$ cat src/rtl/regfile_dump_ctrl.sv
// regfile_dump_ctrl: freezes the pipeline and streams every register of every
// register file out over a valid/ready port, one entry per beat.
module regfile_dump_ctrl #(
    parameter int XLEN = 32,
    parameter int NREGS = 32,
    parameter int NFILES = 2,
    parameter int CYCLE_LIMIT = 0,
    parameter int IDLE_LIMIT = 16,
    localparam int FW = NFILES > 1 ? $clog2(NFILES) : 1,
    localparam int IW = $clog2(NREGS)
) (
    input  logic            clk,
    input  logic            reset,
    input  logic            start,
    input  logic            wb_valid,
    output logic [FW-1:0]   rd_file,
    output logic [IW-1:0]   rd_addr,
    input  logic [XLEN-1:0] rd_data,
    output logic            freeze,
    output logic            dump_valid,
    input  logic            dump_ready,
    output logic [FW-1:0]   dump_file,
    output logic [IW-1:0]   dump_idx,
    output logic [XLEN-1:0] dump_data,
    output logic            dump_last,
    output logic            busy,
    output logic            done,
    output logic [31:0]     cycle_cnt
);
    localparam logic [FW-1:0] LAST_FILE = FW'(NFILES - 1);
    localparam logic [IW-1:0] LAST_IDX = IW'(NREGS - 1);

    typedef enum logic [1:0] {IDLE, READ, SEND, DONE} state_t;

    state_t state, next;
    logic [31:0] idle_cnt;
    logic [FW-1:0] file_ptr;
    logic [IW-1:0] idx_ptr;
    logic last_q, trig, hs;

    assign trig = start
        || (CYCLE_LIMIT != 0 && cycle_cnt == 32'(CYCLE_LIMIT - 1))
        || (IDLE_LIMIT != 0 && !wb_valid && idle_cnt == 32'(IDLE_LIMIT - 1));
    assign hs = dump_valid && dump_ready;

    always_ff @(posedge clk or posedge reset) begin
        if (reset) state <= IDLE;
        else state <= next;
    end

    always_comb begin
        next = state;
        case (state)
            IDLE: next = trig ? READ : IDLE;
            READ: next = SEND;
            SEND: next = hs ? (dump_last ? DONE : READ) : SEND;
            DONE: next = start ? READ : DONE;
            default: next = IDLE;
        endcase
    end

    // freeze is decoded straight from the state so the hazard unit sees it in the same cycle
    always_comb begin
        freeze = state == READ || state == SEND;
        busy = freeze;
        dump_valid = state == SEND;
        done = state == DONE;
        dump_last = dump_valid && last_q;
        rd_file = file_ptr;
        rd_addr = idx_ptr;
    end

    always_ff @(posedge clk or posedge reset) begin
        if (reset) begin
            cycle_cnt <= '0;
            idle_cnt <= '0;
            file_ptr <= '0;
            idx_ptr <= '0;
            dump_file <= '0;
            dump_idx <= '0;
            dump_data <= '0;
            last_q <= 1'b0;
        end else begin
            if (state == IDLE) begin
                cycle_cnt <= cycle_cnt == '1 ? cycle_cnt : cycle_cnt + 32'd1;
                idle_cnt <= wb_valid ? '0 : idle_cnt + 32'd1;
                if (trig) begin
                    file_ptr <= '0;
                    idx_ptr <= '0;
                end
            end
            if (state == DONE && start) begin
                cycle_cnt <= '0;
                idle_cnt <= '0;
                file_ptr <= '0;
                idx_ptr <= '0;
            end
            if (state == READ) begin
                dump_data <= rd_data;
                dump_file <= file_ptr;
                dump_idx <= idx_ptr;
                last_q <= file_ptr == LAST_FILE && idx_ptr == LAST_IDX;
            end
            if (hs && !dump_last) begin
                idx_ptr <= idx_ptr == LAST_IDX ? '0 : idx_ptr + 1'b1;
                file_ptr <= idx_ptr == LAST_IDX ? file_ptr + 1'b1 : file_ptr;
            end
        end
    end
endmodule

$ cat config.mk
export PLATFORM = sky130hd
export DESIGN_NAME = regfile_dump_ctrl
export DESIGN_NICKNAME = d
export VERILOG_FILES = /design/src/rtl/regfile_dump_ctrl.sv
export SDC_FILE = /design/constraint.sdc
export NUM_CORES = 1
export LEC_CHECK = 0
export ABC_AREA = 1
export CORE_MARGIN = 2
export CORE_UTILIZATION = 49
export CTS_BUF_LIST = sky130_fd_sc_hd__clkbuf_16
export DETAILED_ROUTE_END_ITERATION = 16
export PLACE_DENSITY = 0.76
export SLEW_MARGIN = 20
export SYNTH_ARGS = -nofsm -noshare
export SYNTH_HDL_FRONTEND = slang
export SYNTH_SLANG_ARGS = --single-unit
export TNS_END_PERCENT = 5
$ cat constraint.sdc
create_clock -name clk -period 5.2 [get_ports clk]
set_input_delay 1.04 -clock clk [delete_from_list [all_inputs] [get_ports clk]]
set_output_delay 1.04 -clock clk [all_outputs]
set_load 0.02 [all_outputs]
==> Word level (Yosys, flattened, before mapping) <==
Cells that the tools add are included.
{ "op_classes": {"n_addsub": 4, "eq_ne": 8, "muxes": 21, "reduce_logical": 17} }
{ "op_table": {"columns": ["operator", "n"], "rows": [
  ["$mux W32", 6],
  ["$add A32 B1 Y32 const B", 2],
  ["$eq A32 B32 Y1 const B", 1],
  ["$eq A32 B4 Y1 const B", 1],
  ["$mux W5", 5],
  ["$pmux W2 S4", 1],
  ["$logic_and A1 B1 Y1", 6],
  ["$mux W1", 6],
  ["$mux W2", 3],
  ["$reduce_bool A3 Y1", 2],
  ["$add A5 B1 Y5 const B", 1],
  ["$eq A5 B5 Y1 const B", 1],
  ["$eq A2 B2 Y1 const B", 2],
  ["$reduce_and A2 Y1", 2],
  ["$reduce_and A3 Y1", 1],
  ["$eq A2 B1 Y1 const B", 1],
  ["$logic_not A1 Y1", 2],
  ["$logic_not A2 Y1", 1],
  ["$logic_or A1 B1 Y1", 2],
  ["$ne A2 B1 Y1 const B", 1],
  ["$ne A2 B2 Y1 const B", 1],
  ["$reduce_bool A2 Y1", 1],
  ["$add A1 B1 Y1 const B", 1]
]} }
{ "totals": {"regBits": 111, "in_bits": 37, "output_inout_bits": 81, "word_cells": 59} }

==> Longest topological paths before layout <==
Gate-level depths: netlist of run 1.
{ "logic_depth": {"word_depth": 7, "depth_mapped": 11, "mapped_depth_nobuf": 11} }

==> Worst setup path before layout of run 1 <==
OpenSTA, ideal clock, no wires.
{ "synth_timing": {"kind": "register -> output", "from": "register state[0]", "to": "output dump_last", "arrival_time_ns": 1.002, "required_ns": 4.160, "setup_slack_ns": 3.158, "stages_incl_launch_ff": 5, "n_path_buf": 0, "path_cell_list": "dfrtp_1 > inv_1 > ha_1 > nand2_1 > inv_1"} }
{ "synth_via": {"elab_chain_len": 2} }
{ "synth_lines": {"columns": ["item", "line", "source"], "rows": [
  ["from (decl)", "35", "state_t state, next;"],
  ["from (signal assigned)", "48", "else state <= next;"],
  ["$eq A2 B2 Y1", "66", "dump_valid = state == SEND;"],
  ["net dump_valid", "20", "output logic dump_valid,"],
  ["$logic_and A1 B1 Y1", "68", "dump_last = dump_valid && last_q;"],
  ["to (decl)", "25", "output logic dump_last,"]
]} }
The timed path passes the listed nets, and every way through them passes these cells.

==> Final worst setup path of run 1 <==
{ "layout_timing": {"from": "input start", "to": "register idle_cnt[8]"} }
{ "layout_via": {"elab_chain_len": 2, "elab_cells_between_ends": 3, "classes_between": "mux: 1; reduce/logical: 2"} }
{ "layout_lines": {"columns": ["item", "line", "source"], "rows": [
  ["from (decl)", "14", "input logic start,"],
  ["$logic_and A1 B1 Y1 (*)", "92", "if (state == DONE && start) begin"],
  ["$mux W32 or $reduce_bool A2 Y1 (tied branches)", null, null],
  ["to (signal assigned)", "86", "idle_cnt <= wb_valid ? '0 : idle_cnt + 32'd1;"],
  ["to (decl)", "36", "logic [31:0] idle_cnt;"]
]} }
Every way passes the cells marked *; elsewhere a longest branch is shown, timed or not.
A chain may end at the register's enable or synchronous reset.

==> out/results.tsv, run 1 <==
stage	metric	value	unit
finish	ratio of cells with drive above 1 in the final layout	8.983	%
detailed_routing	ANT nets after route	0	
finish	Layout fillers	1148	
floorplanning	die area	13640	µm²
worst_setup_path	critical path type	in -> reg	
worst_setup_path	FF-to-FF Start	state[0]	
power_and_ir_drop	sequential share of power	36.1	%
power_and_ir_drop	internal cell power	2.148	mW
power_and_ir_drop	clock share of power	19.6	%
worst_setup_path	worst path required time	5480	ps
power_and_ir_drop	Comb power frac	44.2	%
worst_setup_path	CP arrival	3420	ps
global_route	grt ovf	0	
worst_setup_path	largest delay contributor family on the critical path	buffers and inverters	
placement	pre-CTS WS	1712	ps
detailed_routing	DRC viols	0	
power_and_ir_drop	LEAKAGE	3.341	nW
worst_setup_path	r2r setup slk	2530	ps
yosys	adder-cell share of the synthesized area	1.605	%
yosys	largest family of logic cells by synthesized area	simple AND/OR/NAND/NOR gates	
floorplanning	Core Area	12520	µm²
yosys	mux contribution to synthesized area	6.681	%
timing	fin crit period	3132	ps
detailed_routing	DR iter-0 viols	270	
floorplanning	Starting Density	49.82	%
finish	final core occ	62.35	%
yosys	Synth Area in Compound Gates	4.535	%
worst_hold_path	Hold WC Path Type	reg -> reg	
clock_network	post-CTS sizing	0	
power_and_ir_drop	P_sw	1.341	mW
flow_run	MaxCap Viol Count	0	
finish	# nets final	964	
timing	final hold vios	0	
yosys	main area contributors after synthesis	dfrtp_1 45%, nand2_1 14%, nor2_1 7.6%, mux2_2 6.7%, inv_1 4.8%	
timing	Max Slew Vio Count	0	
global_route	antenna violations before repair	0	
global_route	number of global-route vias before repair	5258	
yosys	EDFF count, synth	0	
worst_setup_path	R2R cell count	9	
detailed_routing	Post-Route WL	14.80	mm
yosys	post-synthesis area per instance	7.708	µm²
placement	GP Congestion	0.9602	
yosys	Yosys cell types	34	
power_and_ir_drop	maximum vdd drop	311.9	µV
finish	commonest non-fill, non-tap cell in the layout	nand2_1	
worst_setup_path	r2r endpoint	idle_cnt[8]	
global_route	global-route wire length before repair	24.27	mm
yosys	post-synthesis simple-gate area fraction	33.19	%
worst_setup_path	Critical Path Fanout Max	34	
worst_setup_path	Crit-path slowest cell	clkdlybuf4s50_1	
worst_hold_path	hold_sp	dump_data[4]	
timing	TNS Setup	0	ps
detailed_routing	Via Count	5564	
floorplanning	Die W	116.8	µm
worst_setup_path	CP max stage delay	450	ps
timing	fmax	319.3	MHz
worst_setup_path	CP startpoint kind	input pin	
placement	DP HPWL	11.06	mm
timing	Fin Clk Skew	9.055	ps
timing	RSZ-0062 raised after global routing	no	
clock_network	clk_lat worst skew	360	ps
yosys	post-synth net total	854	
yosys	top cell type's share of synthesized area	44.54	%
clock_network	postcts setup bufs	0	
yosys	XOR/XNOR share of the synthesized area	2.247	%
floorplanning	IO Count	118	
timing	headroom to the max-slew limit	35.63	%
global_route	largest net degree at the start of global routing	53	
clock_network	worst-case clock buffer depth	2	
timing	Min Hold Slack	505.5	ps
worst_setup_path	CP Buf/Inv Count	4	
worst_setup_path	Worst setup EP type	flip-flop	
yosys	#FFs+latches synth	111	
finish	most frequent cells in the layout	230 x nand2_1, 127 x nor2_1, 117 x clkdlybuf4s50_1	
timing	Worst-Margin Slew	965.6	ps
yosys	Synth warnings	0	
placement	IO Port Bufs	117	
detailed_routing	1st-pass router iterations	5	
clock_network	number of H-tree levels	3	
timing	setup violators final	0	
timing	Final WS setup	2068	ps
yosys	cell count after synthesis	809	
yosys	Synth Flop Type	dfrtp_1	
clock_network	clock sinks	111	
finish	area of the multi-input gates	3012	µm²
yosys	Seq/Total Area, Yosys	44.54	%
yosys	fraction of registers with async set/reset	100.0	%
status	run status	finished clean	
clock_network	Hold-fix buffers, CTS	0	
timing	fin crit share	60.23	%
clock_network	TritonCTS clock tree	yes	
clock_network	clock-pin slew on the worst setup and hold paths	70	ps
finish	register area	2778	µm²
yosys	leading area contributor after synthesis	dfrtp_1	
clock_network	clk root buf	clkbuf_16	
floorplanning	die height	116.8	µm
finish	n_diodes	0	
yosys	area of the mapped netlist	6236	µm²
worst_hold_path	Worst Hold Depth	1	
detailed_routing	WL/cell	13.51	µm
power_and_ir_drop	Power Density	447.2	nW/µm²
worst_hold_path	Hold Path End	dump_data[4]	
floorplanning	# rows	41	
clock_network	Num CTS Buffers	9	
finish	Area growth, synth to finish	25.14	%
worst_setup_path	worst-path cell chain	clkdlybuf4s50_1, nand2_2, nand2_4, inv_2, nor2_2, buf_4, inv_1, o21ai_0, a21oi_1	
global_route	Tot GR Track Use	22.50	%
detailed_routing	Vias/cell	5.077	
power_and_ir_drop	Sw Share	38.44	%
[kinds of logic (layout without fill, tap and decap cells)]
logic type | after synthesis | after routing
and+or+nand+nor | 479 | 479
DFF | 111 | 111
buffers and inverters | 104 | 219
AOI/OAI and AO/OA | 54 | 54
muxes | 37 | 37
xor gates and xnor gates | 16 | 16
adders and majority gates | 8 | 8
[power groups by stage]
stage / Combinational (mW) / Sequential, mW / Clock [mW]
2_1_floorplan: 0.773 / 1.50 / 0
3_3_place_gp: 1.53 / 1.27 / 0
4_1_cts: 1.56 / 1.26 / 0.705
5_1_grt: 1.68 / 1.30 / 0.737
6_report: 1.54 / 1.26 / 0.685
3_5_place_dp: 1.55 / 1.28 / 0
[state kept, by name, summed over array words and instances (netlist names)]
| name | count |
|---|---|
| last_q | 1 |
| idle_cnt | 32 |
| dump_file | 1 |
| rd_addr | 5 |
| cycle_cnt | 32 |
| rd_file | 1 |
| dump_idx | 5 |
| dump_data | 32 |
| state | 2 |
[layer usage]
| layer | up-vias | share of wire (%) | global-route usage, % |
|---|---|---|---|
| met2 | 148 | 49 | 37.92 |
| met1 | 2585 | 44 | 28.17 |
| met4 | 0 | 2.0 | 7.686 |
| met5 | - | 0 | 0 |
| li1 | 2808 | - | - |
| met3 | 23 | 5.1 | 5.973 |
[how the worst max path moves through the flow]
| stage | startpoint | to | slack (ps) | cells past startpoint |
|---|---|---|---|---|
| CTS | start | idle_cnt[8] | 2080 | 9 |
| finish | start | idle_cnt[8] | 2070 | 9 |
| global placement | start | idle_cnt[7] | 1720 | 9 |
| global route | start | idle_cnt[16] | 1890 | 9 |
| floorplan | reset | cycle_cnt[0] | 1230 | 1 |
| detailed placement | start | idle_cnt[16] | 1710 | 9 |
[worst register-to-register path, delay by kind of cell, from the launching register on]
| kind | cells | cell delay, ps |
|---|---|---|
| compound gates | 2 | 280 |
| fa+ha+maj | 1 | 260 |
| buf+inv | 3 | 830 |
| flops | 1 | 400 |
| simple gates | 3 | 820 |
[per-stage QoR]
step	area, µm²	power, mW	instances
final	7804	3.490	1096
after global placement	7512	2.799	1080
after CTS	7804	3.523	1096
after floorplan	6236	2.273	809
after detailed placement	7512	2.829	1080
after global routing	7804	3.716	1096
[area by class of cell]
cell class,instances,area share (%)
well taps,172,2.758
multi-input cells,594,38.59
clock inverters,7,0.8498
repair buffers,120,15.30
flip-flops and latches,111,35.59
clock buffers,9,2.886
inverters,83,4.024
[Yosys cell counts, types with 2 or more instances]
cell type	number
o21ai_0	34
nand2_1	230
xnor2_1	10
buf_2	5
buf_4	2
nand3b_1	2
buf_6	6
clkbuf_1	8
nor2_1	127
mux2_2	37
and2_1	3
nor3_1	8
or2_2	4
nand2_2	3
xor2_1	6
nand3_2	2
nand4_1	25
inv_1	80
nor3_2	2
o21ai_1	2
ha_1	8
nor2_2	8
nor2_4	2
a21oi_1	14
nand3_1	58
inv_2	3
nand2_4	2
dfrtp_1	111
a211oi_1	2
Note: power is estimated with default switching activity, not from simulation.
==> run 2: changes to the inputs <==
- clock period: 5.2 -> 3.15 ns (I/O delays scaled with it)
==> run 2 against run 1 <==
  * Global-route usage increased by 0.57 points
  * Non-clock buffer count increased by 2
  * Critical path depth decreased by 4
  * Wire length increased by 1.1%
  * Sequential power increased by 65%
  * Clock skew decreased by 1.8 ps
  * Clock-buffer cell count unchanged
  * Via count increased by 1.0%
  * Worst hold slack about the same
  * Combinational power increased by 68%
  * Cell count increased by 0.18%
  * Largest power group unchanged
  * Largest cell class unchanged
==> out/results.tsv, run 2 (synthesis results as in run 1) <==
stage	metric	value	unit
timing	Fin Clk Skew	7.252	ps
finish	register area	2778	µm²
floorplanning	die height	116.8	µm
placement	IO Port Bufs	117	
worst_setup_path	Worst setup EP type	primary output	
placement	DP Area	7541	µm²
timing	TNS Setup	0	ps
finish	most frequent cells in the layout	230 x nand2_1, 127 x nor2_1, 117 x clkdlybuf4s50_1	
global_route	Global Route met2 Usage	39.61	%
clock_network	Num CTS Buffers	9	
clock_network	clk_lat worst skew	350	ps
clock_network	number of H-tree levels	3	
finish	# nets final	966	
detailed_routing	WL/cell	13.64	µm
worst_setup_path	CP startpoint kind	flip-flop	
global_route	Tot GR Track Use	23.07	%
floorplanning	# rows	41	
clock_network	Hold-fix buffers, CTS	0	
clock_network	TritonCTS clock tree	yes	
timing	fin crit period	2476	ps
status	run status	finished clean	
global_route	global-route wire length before repair	25.06	mm
detailed_routing	Via Count	5621	
global_route	antenna violations before repair	0	
global_route	number of global-route vias before repair	5439	
finish	final core occ	62.63	%
detailed_routing	ANT nets after route	0	
clock_network	clock-pin slew on the worst setup and hold paths	70	ps
clock_network	post-CTS sizing	0	
global_route	grt peak-use layer	met2	
power_and_ir_drop	maximum vdd drop	606.1	µV
power_and_ir_drop	Overall Power	5.811	mW
clock_network	clk root buf	clkbuf_16	
timing	setup violators final	0	
placement	GP Congestion	0.9493	
floorplanning	Core Area	12520	µm²
global_route	M3 GR Usage	5.201	%
timing	Max Slew Vio Count	0	
detailed_routing	DRC viols	0	
detailed_routing	Vias/cell	5.119	
worst_setup_path	CP Buf/Inv Count	3	
worst_setup_path	CP max stage delay	600	ps
placement	post-placement cell count	1082	
floorplanning	IO Count	118	
finish	Layout fillers	1169	
finish	ratio of cells with drive above 1 in the final layout	9.287	%
finish	Final Instance Area	7839	µm²
detailed_routing	1st-pass router iterations	6	
worst_setup_path	worst-path cell chain	inv_1, ha_1, nand2_1, inv_1, clkdlybuf4s50_1	
worst_setup_path	CP arrival	1850	ps
finish	area of the multi-input gates	3012	µm²
placement	DP HPWL	11.15	mm
finish	Area growth, synth to finish	25.70	%
flow_run	MaxCap Viol Count	0	
detailed_routing	DR iter-0 viols	316	
global_route	grt ovf	0	
timing	RSZ-0062 raised after global routing	no	
worst_hold_path	Hold WC Path Type	reg -> reg	
global_route	largest net degree at the start of global routing	112	
worst_setup_path	worst path required time	2520	ps
floorplanning	Die W	116.8	µm
power_and_ir_drop	Power Density	741.3	nW/µm²
worst_setup_path	critical path type	reg -> out	
detailed_routing	Post-Route WL	14.97	mm
global_route	GRT met1 Usage	29.16	%
clock_network	worst-case clock buffer depth	2	
floorplanning	die area	13640	µm²
worst_setup_path	Critical Path Fanout Max	4	
worst_setup_path	Crit-path slowest cell	clkdlybuf4s50_1	
timing	fin crit share	78.61	%
clock_network	postcts setup bufs	0	
worst_setup_path	largest delay contributor family on the critical path	buffers and inverters	
worst_setup_path	most frequent CP cell	inv_1	
timing	Worst-Margin Slew	948.8	ps
floorplanning	Starting Density	49.82	%
worst_setup_path	r2r setup slk	770	ps
timing	fmax	403.8	MHz
finish	biggest regs	cycle_cnt (32), dump_data (32), idle_cnt (32)	
finish	commonest non-fill, non-tap cell in the layout	nand2_1	
timing	headroom to the max-slew limit	36.75	%
finish	fin cells	1098	
power_and_ir_drop	LEAKAGE	3.344	nW
finish	n_diodes	0	
clock_network	clock sinks	111	
timing	final hold vios	0	
## run 2: cell count changes in the layout (fill, tap and decap cells not counted), sizes merged
cell	change
buf	+2
clkinvlp	+2
inv	-2
## run 2: worst paths after layout
| check | from | end | depth (start not counted) |
|---|---|---|---|
| min in group asynchronous | reset | dump_data[0] | 3 |
| max in group asynchronous | reset | cycle_cnt[5] | 3 |
| max | state[0] | dump_last | 5 |
| min reg2reg | rd_addr[3] | rd_addr[3] | 2 |
| min | rd_addr[3] | rd_addr[3] | 2 |
| max reg2reg | cycle_cnt[0] | cycle_cnt[11] | 10 |
## run 2: layout make-up
cell class | count | share of cell area (%)
Clock inverter | 7 | 0.9258
Tap cell | 172 | 2.745
Timing Repair Buffer | 122 | 15.58
Inverter | 83 | 4.022
Clock buffer | 9 | 2.873
Multi-Input combinational cell | 594 | 38.42
Sequential cell | 111 | 35.43
## run 2: worst register-to-register path: stages, from the launching register on
cell and delay [ps]:
dfrtp_1 480, ha_1 330, inv_2 80, nor2_4 190
nand4_1 120, nor2_1 180, nand2_1 120, nand2_4 360
inv_2 210, nand2_1 130, nand2_1 60
## run 2: where the power goes
| part | internal (mW) | total, mW | switching (mW) | leakage (nW) |
|---|---|---|---|---|
| registers | 1.79 | 2.08 | 0.294 | 1.46 |
| clock network | 0.618 | 1.15 | 0.531 | 0.137 |
| logic | 1.16 | 2.58 | 1.42 | 1.74 |
## run 2: metrics by stage
step           hold WS [ps]  worst slack (ps)
2_1_floorplan         499.8              1177
3_3_place_gp          485.3             638.9
3_5_place_dp          495.1             578.0
4_1_cts               511.5             672.3
5_1_grt               518.2             605.1
6_report              505.6             673.8
## run 2: routing by layer
metal,vias to the layer above,share of wire (%)
met5,-,0
met3,25,4.7
met1,2645,44
li1,2818,-
met2,133,50
met4,0,1.9
==> run 3: changes to the inputs <==
- CORE_UTILIZATION: 49 -> 48
- PLACE_DENSITY: 0.76 -> 0.77
- clock period: 3.15 -> 2.2 ns (I/O delays scaled with it)
==> run 3 against run 2 <==
  * Core utilization rose by 0.21 points
  * Cell count grew 0.82%
  * Clock-buffer cell count stayed put
  * Sequential power increased by 44%
  * Non-clock buffer count grew 9
  * Wire length up 2.5%
  * Clock skew rose by 1.8 ps
  * First-iteration DRC count grew 49%
  * Critical endpoint is now done
  * Largest cell class unchanged
  * Largest power group unchanged
  * Highest routed layer unchanged
==> out/results.tsv, run 3 (synthesis results as in run 1) <==
stage	metric	value	unit
global_route	global-route wire length before repair	26.55	mm
global_route	antenna violations before repair	0	
global_route	largest net degree at the start of global routing	112	
placement	DP HPWL	11.33	mm
worst_setup_path	Critical Path Fanout Max	4	
timing	RSZ-0062 raised after global routing	no	
finish	# nets final	975	
clock_network	TritonCTS clock tree	yes	
detailed_routing	WL/cell	13.86	µm
power_and_ir_drop	Power Density	1075	nW/µm²
detailed_routing	Post-Route WL	15.35	mm
global_route	Tot GR Track Use	23.40	%
global_route	grt ovf	0	
timing	Max Slew Vio Count	0	
finish	most frequent cells in the layout	230 x nand2_1, 127 x nor2_1, 113 x clkdlybuf4s50_1	
finish	n_diodes	0	
clock_network	clk root buf	clkbuf_16	
finish	fin cells	1107	
timing	headroom to the max-slew limit	60.91	%
placement	IO Port Bufs	117	
worst_hold_path	Hold WC Path Type	reg -> reg	
clock_network	Num CTS Buffers	9	
detailed_routing	DR iter-0 viols	472	
floorplanning	die height	118.0	µm
placement	DP Area	7659	µm²
worst_setup_path	critical path type	reg -> out	
clock_network	worst-case clock buffer depth	2	
flow_run	MaxCap Viol Count	0	
timing	final hold vios	0	
clock_network	clock-pin slew on the worst setup and hold paths	70	ps
worst_setup_path	CP startpoint kind	flip-flop	
worst_setup_path	CP arrival	1630	ps
global_route	number of global-route vias before repair	5481	
timing	TNS Setup	0	ps
power_and_ir_drop	LEAKAGE	3.453	nW
timing	setup violators final	0	
timing	Fin Clk Skew	9.070	ps
detailed_routing	DRC viols	0	
floorplanning	Starting Density	49.21	%
timing	Worst-Margin Slew	586.3	ps
worst_setup_path	worst path required time	1760	ps
worst_setup_path	Worst setup EP type	primary output	
detailed_routing	Vias/cell	5.139	
placement	GP Congestion	0.9536	
timing	fin crit share	93.94	%
detailed_routing	1st-pass router iterations	5	
clock_network	clk_lat worst skew	350	ps
clock_network	postcts setup bufs	0	
finish	commonest non-fill, non-tap cell in the layout	nand2_1	
clock_network	clock sinks	111	
placement	post-placement cell count	1091	
finish	Final Instance Area	7961	µm²
finish	Area growth, synth to finish	27.67	%
timing	fmax	483.9	MHz
floorplanning	die area	13920	µm²
floorplanning	Core Area	12670	µm²
power_and_ir_drop	Overall Power	8.561	mW
clock_network	number of H-tree levels	3	
floorplanning	# rows	41	
detailed_routing	Via Count	5689	
finish	biggest regs	cycle_cnt (32), dump_data (32), idle_cnt (32)	
finish	ratio of cells with drive above 1 in the final layout	10.05	%
timing	Min Hold Slack	509.2	ps
floorplanning	Die W	118.0	µm
power_and_ir_drop	maximum vdd drop	870.4	µV
status	run status	finished clean	
detailed_routing	ANT nets after route	0	
timing	fin crit period	2067	ps
floorplanning	IO Count	118	
-- run 3: cell count changes in the layout (fill, tap and decap cells not counted) --
cell and change:
clkinvlp_4 -2, inv_8 -1, clkdlybuf4s50_1 -4, buf_4 +5, buf_12 +4, inv_6 +2, dlygate4sd2_1 +1, inv_1 +1
clkinv_4 +1, dlymetal6s2s_1 +3, clkinv_2 -1
-- run 3: repair_timing --
action                     4_1_cts  5_1_grt
setup endpoints to repair        1        3
resized for setup                1        3
hold buffers                     0        0
-- run 3: per-layer routing --
metal / GRT usage (%) / share of wire (%) / up-vias
li1: - / - / 2832
met2: 38.37 / 48 / 197
met3: 5.475 / 6.3 / 21
met4: 6.551 / 1.8 / 0
met5: 0 / 0 / -
met1: 31.08 / 44 / 2639
-- run 3: layout make-up --
type | count | area, µm²
timing repair buffer | 131 | 1345
inverter | 83 | 315.3
tap | 172 | 215.2
sequential | 111 | 2778
fill | 1123 | 4710
multi-input combinational | 594 | 3012
clock buffer | 9 | 225.2
clock inverter | 7 | 71.32
-- run 3: path summary, 6_finish.rpt --
kind                                    from  slack [ps]       endpoint  cells after the start
worst max-delay path                state[0]         130           done                      2
worst min-delay path            dump_data[4]         510   dump_data[4]                      1
worst max register to register      state[0]         290   idle_cnt[16]                      9
worst min register to register  dump_data[4]         510   dump_data[4]                      1
max in group asynchronous              reset        1140   idle_cnt[23]                      3
min in group asynchronous              reset         610  cycle_cnt[26]                      3
-- run 3: stage by stage --
stage	util (%)	setup slack (ps)
global route	62.83	76.50
finish	62.83	133.3
global placement	60.44	95.86
floorplan	-	416.5
CTS	62.77	1.445
detailed placement	60.44	40.06
-- run 3: worst max-delay path: stages, from the launching register on --
cell	delay [ps]
dfrtp_1	380
ha_1	250
clkdlybuf4s50_1	650
-- run 3: power breakdown --
group / internal [mW] / switching, mW / total [mW]
Combinational: 1.84 / 2.08 / 3.92
Sequential: 2.56 / 0.431 / 2.99
Clock: 0.886 / 0.758 / 1.64
Total: 5.29 / 3.27 / 8.56
